==> src/rtl/pipe_stage_regs_pkg.sv <==
// Shared constants for the pipeline-register slice.
//   XLEN_DEF   : default instruction / PC width
//   CTRL_W_DEF : default width of the decoded control bundle carried ID->WB
//   CNT_W_DEF  : default width of the performance counters
//   NOP_INSTR  : instruction word placed in IF/ID on a flush
//   RST_PC     : PC value placed in IF/ID on reset or flush
//   RST_VALID  : valid bit value of an empty stage
package pipe_pkg;

  localparam int unsigned XLEN_DEF   = 32;
  localparam int unsigned CTRL_W_DEF = 8;
  localparam int unsigned CNT_W_DEF  = 32;

  localparam logic [31:0] NOP_INSTR = 32'h0000_0000;
  localparam logic [31:0] RST_PC    = 32'h0000_0000;
  localparam logic        RST_VALID = 1'b0;

endpackage

==> src/rtl/pipe_stage_regs_stage_reg.sv <==
// Payload + valid pipeline register with kill and hold.
//   clk       : rising-edge clock
//   rst_n     : synchronous active-low reset
//   kill      : load an empty entry (valid=0, payload=0); wins over hold
//   hold      : keep the current contents
//   in_valid  : valid bit of the incoming entry
//   in_data   : payload of the incoming entry
//   out_valid : registered valid bit
//   out_data  : registered payload, always 0 when out_valid is 0
module stage_reg
  import pipe_pkg::*;
#(
  parameter int unsigned W = CTRL_W_DEF
) (
  input  logic         clk,
  input  logic         rst_n,
  input  logic         kill,
  input  logic         hold,
  input  logic         in_valid,
  input  logic [W-1:0] in_data,
  output logic         out_valid,
  output logic [W-1:0] out_data
);

  always_ff @(posedge clk) begin
    if (!rst_n || kill) begin
      out_valid <= RST_VALID;
      out_data  <= '0;
    end else if (!hold) begin
      out_valid <= in_valid;
      // An invalid entry carries a zero payload so no write-enables leak downstream.
      out_data  <= in_valid ? in_data : '0;
    end
  end

endmodule

==> src/rtl/pipe_stage_regs.sv <==
// Pipeline registers of the 5-stage MIPS core (IF/ID, ID/EX, EX/MEM, MEM/WB).
// Carries out the flush/kill/hold decisions of the hazard unit on the clock
// edge and keeps retirement / bubble counters.
//   clk, rst_n                : clock, synchronous active-low reset
//   if_instr, if_pc           : fetched instruction and its PC+4
//   id_ctrl                   : control bundle decoded from id_instr
//   if_id_flush               : discard IF/ID contents (redirect)
//   id_ex_kill, ex_mem_kill   : squash the entry entering ID/EX, EX/MEM
//   load_hold                 : freeze PC and IF/ID, bubble into ID/EX
//   id_instr, id_pc           : IF/ID contents
//   id/ex/mem/wb_valid        : per-stage valid bits
//   ex/mem/wb_ctrl            : per-stage control bundles
//   pc_write_en               : PC register enable (combinational)
//   retired_cnt, bubble_cnt   : wrapping performance counters
module pipe_stage_regs
  import pipe_pkg::*;
#(
  parameter int unsigned XLEN   = XLEN_DEF,
  parameter int unsigned CTRL_W = CTRL_W_DEF,
  parameter int unsigned CNT_W  = CNT_W_DEF
) (
  input  logic              clk,
  input  logic              rst_n,
  input  logic [XLEN-1:0]   if_instr,
  input  logic [XLEN-1:0]   if_pc,
  input  logic [CTRL_W-1:0] id_ctrl,
  input  logic              if_id_flush,
  input  logic              id_ex_kill,
  input  logic              ex_mem_kill,
  input  logic              load_hold,
  output logic [XLEN-1:0]   id_instr,
  output logic [XLEN-1:0]   id_pc,
  output logic              id_valid,
  output logic              ex_valid,
  output logic              mem_valid,
  output logic              wb_valid,
  output logic [CTRL_W-1:0] ex_ctrl,
  output logic [CTRL_W-1:0] mem_ctrl,
  output logic [CTRL_W-1:0] wb_ctrl,
  output logic              pc_write_en,
  output logic [CNT_W-1:0]  retired_cnt,
  output logic [CNT_W-1:0]  bubble_cnt
);

  logic id_ex_bubble;
  logic bubble_evt;

  // A flush overrides a hold so the redirect target is always written.
  assign pc_write_en  = if_id_flush | ~load_hold;
  assign id_ex_bubble = id_ex_kill | load_hold;
  assign bubble_evt   = id_valid & id_ex_bubble;

  // IF/ID
  always_ff @(posedge clk) begin
    if (!rst_n || if_id_flush) begin
      id_instr <= XLEN'(NOP_INSTR);
      id_pc    <= XLEN'(RST_PC);
      id_valid <= RST_VALID;
    end else if (!load_hold) begin
      id_instr <= if_instr;
      id_pc    <= if_pc;
      id_valid <= 1'b1;
    end
  end

  stage_reg #(.W(CTRL_W)) u_id_ex (
    .clk       (clk),
    .rst_n     (rst_n),
    .kill      (id_ex_bubble),
    .hold      (1'b0),
    .in_valid  (id_valid),
    .in_data   (id_ctrl),
    .out_valid (ex_valid),
    .out_data  (ex_ctrl)
  );

  stage_reg #(.W(CTRL_W)) u_ex_mem (
    .clk       (clk),
    .rst_n     (rst_n),
    .kill      (ex_mem_kill),
    .hold      (1'b0),
    .in_valid  (ex_valid),
    .in_data   (ex_ctrl),
    .out_valid (mem_valid),
    .out_data  (mem_ctrl)
  );

  stage_reg #(.W(CTRL_W)) u_mem_wb (
    .clk       (clk),
    .rst_n     (rst_n),
    .kill      (1'b0),
    .hold      (1'b0),
    .in_valid  (mem_valid),
    .in_data   (mem_ctrl),
    .out_valid (wb_valid),
    .out_data  (wb_ctrl)
  );

  always_ff @(posedge clk) begin
    if (!rst_n) begin
      retired_cnt <= '0;
      bubble_cnt  <= '0;
    end else begin
      if (wb_valid)   retired_cnt <= retired_cnt + CNT_W'(1);
      if (bubble_evt) bubble_cnt  <= bubble_cnt + CNT_W'(1);
    end
  end

endmodule

==> config.mk <==
export PLATFORM = sky130hd
export DESIGN_NAME = pipe_stage_regs
export DESIGN_NICKNAME = d
export VERILOG_FILES = /design/src/rtl/pipe_stage_regs_pkg.sv /design/src/rtl/pipe_stage_regs_stage_reg.sv /design/src/rtl/pipe_stage_regs.sv
export SDC_FILE = /design/constraint.sdc
export NUM_CORES = 1
export LEC_CHECK = 0
export CORE_MARGIN = 8
export CORE_UTILIZATION = 45
export CTS_BUF_LIST = sky130_fd_sc_hd__clkbuf_4 sky130_fd_sc_hd__clkbuf_8
export DETAILED_ROUTE_END_ITERATION = 8
export PLACE_DENSITY = 0.8
export SLEW_MARGIN = 5
export SYNTH_ARGS = -nofsm -noshare
export SYNTH_HDL_FRONTEND = slang
export SYNTH_SLANG_ARGS = --single-unit
==> constraint.sdc <==
create_clock -name clk -period 2.1 [get_ports clk]
set_input_delay 0.21 -clock clk [delete_from_list [all_inputs] [get_ports clk]]
set_output_delay 0.21 -clock clk [all_outputs]
set_load 0.01 [all_outputs]
==> impl_metrics.toml <==
[critical_path]
end_kind = "flip-flop"
rr_worst_depth = 4
cp-start-kind = "flip-flop"
crit_arrival_ns = 2.28
r2r_start = "bubble_cnt[16]"
required_ns = 2.48
crit_fanout = 7
crit_type = "flip-flop to flip-flop"
worstReg2RegEnd = "bubble_cnt[27]"
r2r_slack_ns = 0.21

[power_and_ir_drop]
p_clk_frac = 0.408
ir_drop_uv = 367
p_total_mw = 5.90
power.leakage_nw = 3.39
power_density_mw_per_mm2 = 650
combPwrFrac = 0.078
seqPwrFrac = 0.513
swShare = 0.214
switchingPower_mw = 1.26
p_int_mw = 4.63

[timing]
tightest_slew_ns = 0.529
period_minus_slack_ns = 1.89
period_share = 0.902
finalSetupViolCount = 0
tns_ns = 0
final-hold-violation-count = 0
slew_viol_final = 0
fmaxAchievable_mhz = 528
maxSlewHeadroom = 0.647
fin_worst_skew_ns = 0.0100
worst_slack_ns = 0.205
rsz0062_at_grt = "no"
worst_hold_slack_ns = 0.112

[cells_and_area]
nNetsFinal = 948
drive_gt1_frac = 0.0729
final_common_cell = "clkdlybuf4s50_1"
layout_common_cells = "clkdlybuf4s50_1 (233), dfxtp_1 (156), nor2_1 (87)"
area_growth_syn_to_layout_pct = 49.9
fin_cells = 1055

[detailed_routing]
first_iter_violations = 409
routed_wl_um = 18500
drt_pass1_iterations = 4
postRouteAntennaNets = 0
wl_per_cell_um = 17.6
drc = 0
vias_per_cell = 5.32
vias = 5612

[logic_synthesis]
yosysUniqueCellTypes = 41
syn_area_mm2 = 0.00605
ys_seq_elements = 156
synth_fp_nets = 702
synth_top_area_share = 0.516
yosysWarnings = 0
yosysSeqAreaShare = 0.516
synth_top_area_cell = "dfxtp_1"
synth.area.top_cells = "dfxtp_1 (52%), mux2i_1 (12%), nor2_1 (5.4%)"
syn_area_per_cell_um2 = 9.73
syn_inst = 622

[floorplan]
fp.dieW_um = 132
dieArea_mm2 = 0.0174
core_mm2 = 0.0132
core.rowCount = 42
ios = 235
start_util = 0.459
die_h_um = 132

[global_route]
gr-total-overflow = 0
grt.total_usage = 0.211
grt_pass1_wl_um = 29900
grt_pass1_vias = 5797
antenna_found_initial = 1
grt_max_degree = 59

[outcome]
status = "completed"

[clock_network]
cts_resized = 0
cts_buffers = 17
clock_tree.root_cell = "clkbuf_8"
htreeDepth = 4
cts_tree = "built"
ctsHoldBuffers = 0
insertion_delay_ns = 0.45
clock-sinks = 156
cts.path.max_buffers = 2
path_clk_slew_ns = 0.08
cts_post_setup_buffers_inserted = 0

[placement]
numPortBuffers = 234
placed_cells = 1025
gp_congestion = 0.821
place_ws_ns = 0.0209
dp_hpwl_um = 14000

[worst_hold_path]
worstHoldStart = "load_hold"
min_to = "id_valid"
hp-class = "primary input to flip-flop"
hold_depth = 2

[run]
maxCapViolations = 0
## worst max path at each step
| stage | from | end | slack (ns) | depth (start not counted) |
|---|---|---|---|---|
| 3_3_place_gp | id_ex_kill | bubble_cnt[13] | 0.12 | 6 |
| 6_report | bubble_cnt[16] | bubble_cnt[27] | 0.21 | 4 |
| 5_1_grt | bubble_cnt[16] | bubble_cnt[27] | 0.07 | 4 |
| 3_5_place_dp | id_ex_kill | bubble_cnt[27] | 0.02 | 6 |
| 4_1_cts | bubble_cnt[16] | bubble_cnt[27] | 0.18 | 4 |
| 2_1_floorplan | bubble_cnt[0] | bubble_cnt[16] | 0.33 | 5 |
## layout make-up
| class | count | area [um^2] |
|---|---|---|
| tap | 176 | 220 |
| sequential | 156 | 3120 |
| antenna | 1 | 2.50 |
| fill | 1012 | 4120 |
| timing repair buffer | 259 | 2540 |
| clock buffer | 21 | 277 |
| inverter | 7 | 26.3 |
| multi-input combinational | 427 | 2740 |
| clock inverter | 8 | 143 |
## sequential cells by signal (all words and copies together), names as in the netlist
register	flops
bubble_cnt	32
id_instr	32
id_pc	32
retired_cnt	32
u_ex_mem.out_data	8
u_id_ex.out_data	8
u_mem_wb.out_data	8
id_valid	1
u_ex_mem.out_valid	1
u_id_ex.out_valid	1
u_mem_wb.out_valid	1
## synth_stat cells (all sizes together)
cell    instances
o2111a          1
or4            18
o31a            1
and4            8
inv             7
o41ai           2
and2           20
o21a            2
nand4          19
dfxtp         156
ha              2
nor2           87
clkbuf         18
and3           17
buf            14
nor4b           1
a21oi          32
nor3            1
nor3b           1
or3            13
nand3          18
o21ai          14
nand2          34
nand2b         12
o311ai          2
or2             1
nor4           10
xnor2           7
mux2i          73
xor2           14
o31ai          17
## kinds of logic after synthesis
logic type / count (synthesis) / share of synthesized area
mux: 73 / 0.121
xor+xnor: 21 / 0.0304
simple gates: 260 / 0.226
flops: 156 / 0.516
buf+inv: 39 / 0.0319
compound gates: 71 / 0.0707
fa+ha+maj: 2 / 0.00414
## power groups by stage
stage	registers [mW]	logic (mW)	clock network [mW]
CTS	3.03	0.467	2.46
detailed placement	3.09	0.462	0
global placement	3.09	0.452	0
floorplan	3.11	0.164	0
global route	3.03	0.498	2.59
finish	3.03	0.462	2.41
## through the flow
stage,area (um^2),utilization
final,9070,0.687
after global routing,9070,0.687
after CTS,9060,0.687
after detailed placement,8650,0.655
after global placement,8650,0.655
after floorplan,6050,-
## critical path, stage by stage (launching register included)
cell and delay, ns:
dfxtp_1 0.44, nand3_2 0.09, or4_1 0.68, nor4_1 0.40, mux2i_1 0.22
## layer usage
metal	vias to the layer above	routed length (um)	global-route usage
met5	-	0	0
met4	0	348	0.0708
met3	25	2110	0.112
met2	213	9160	0.364
met1	2680	6930	0.214
li1	2694	-	-
(Power assumes the default switching activity.)
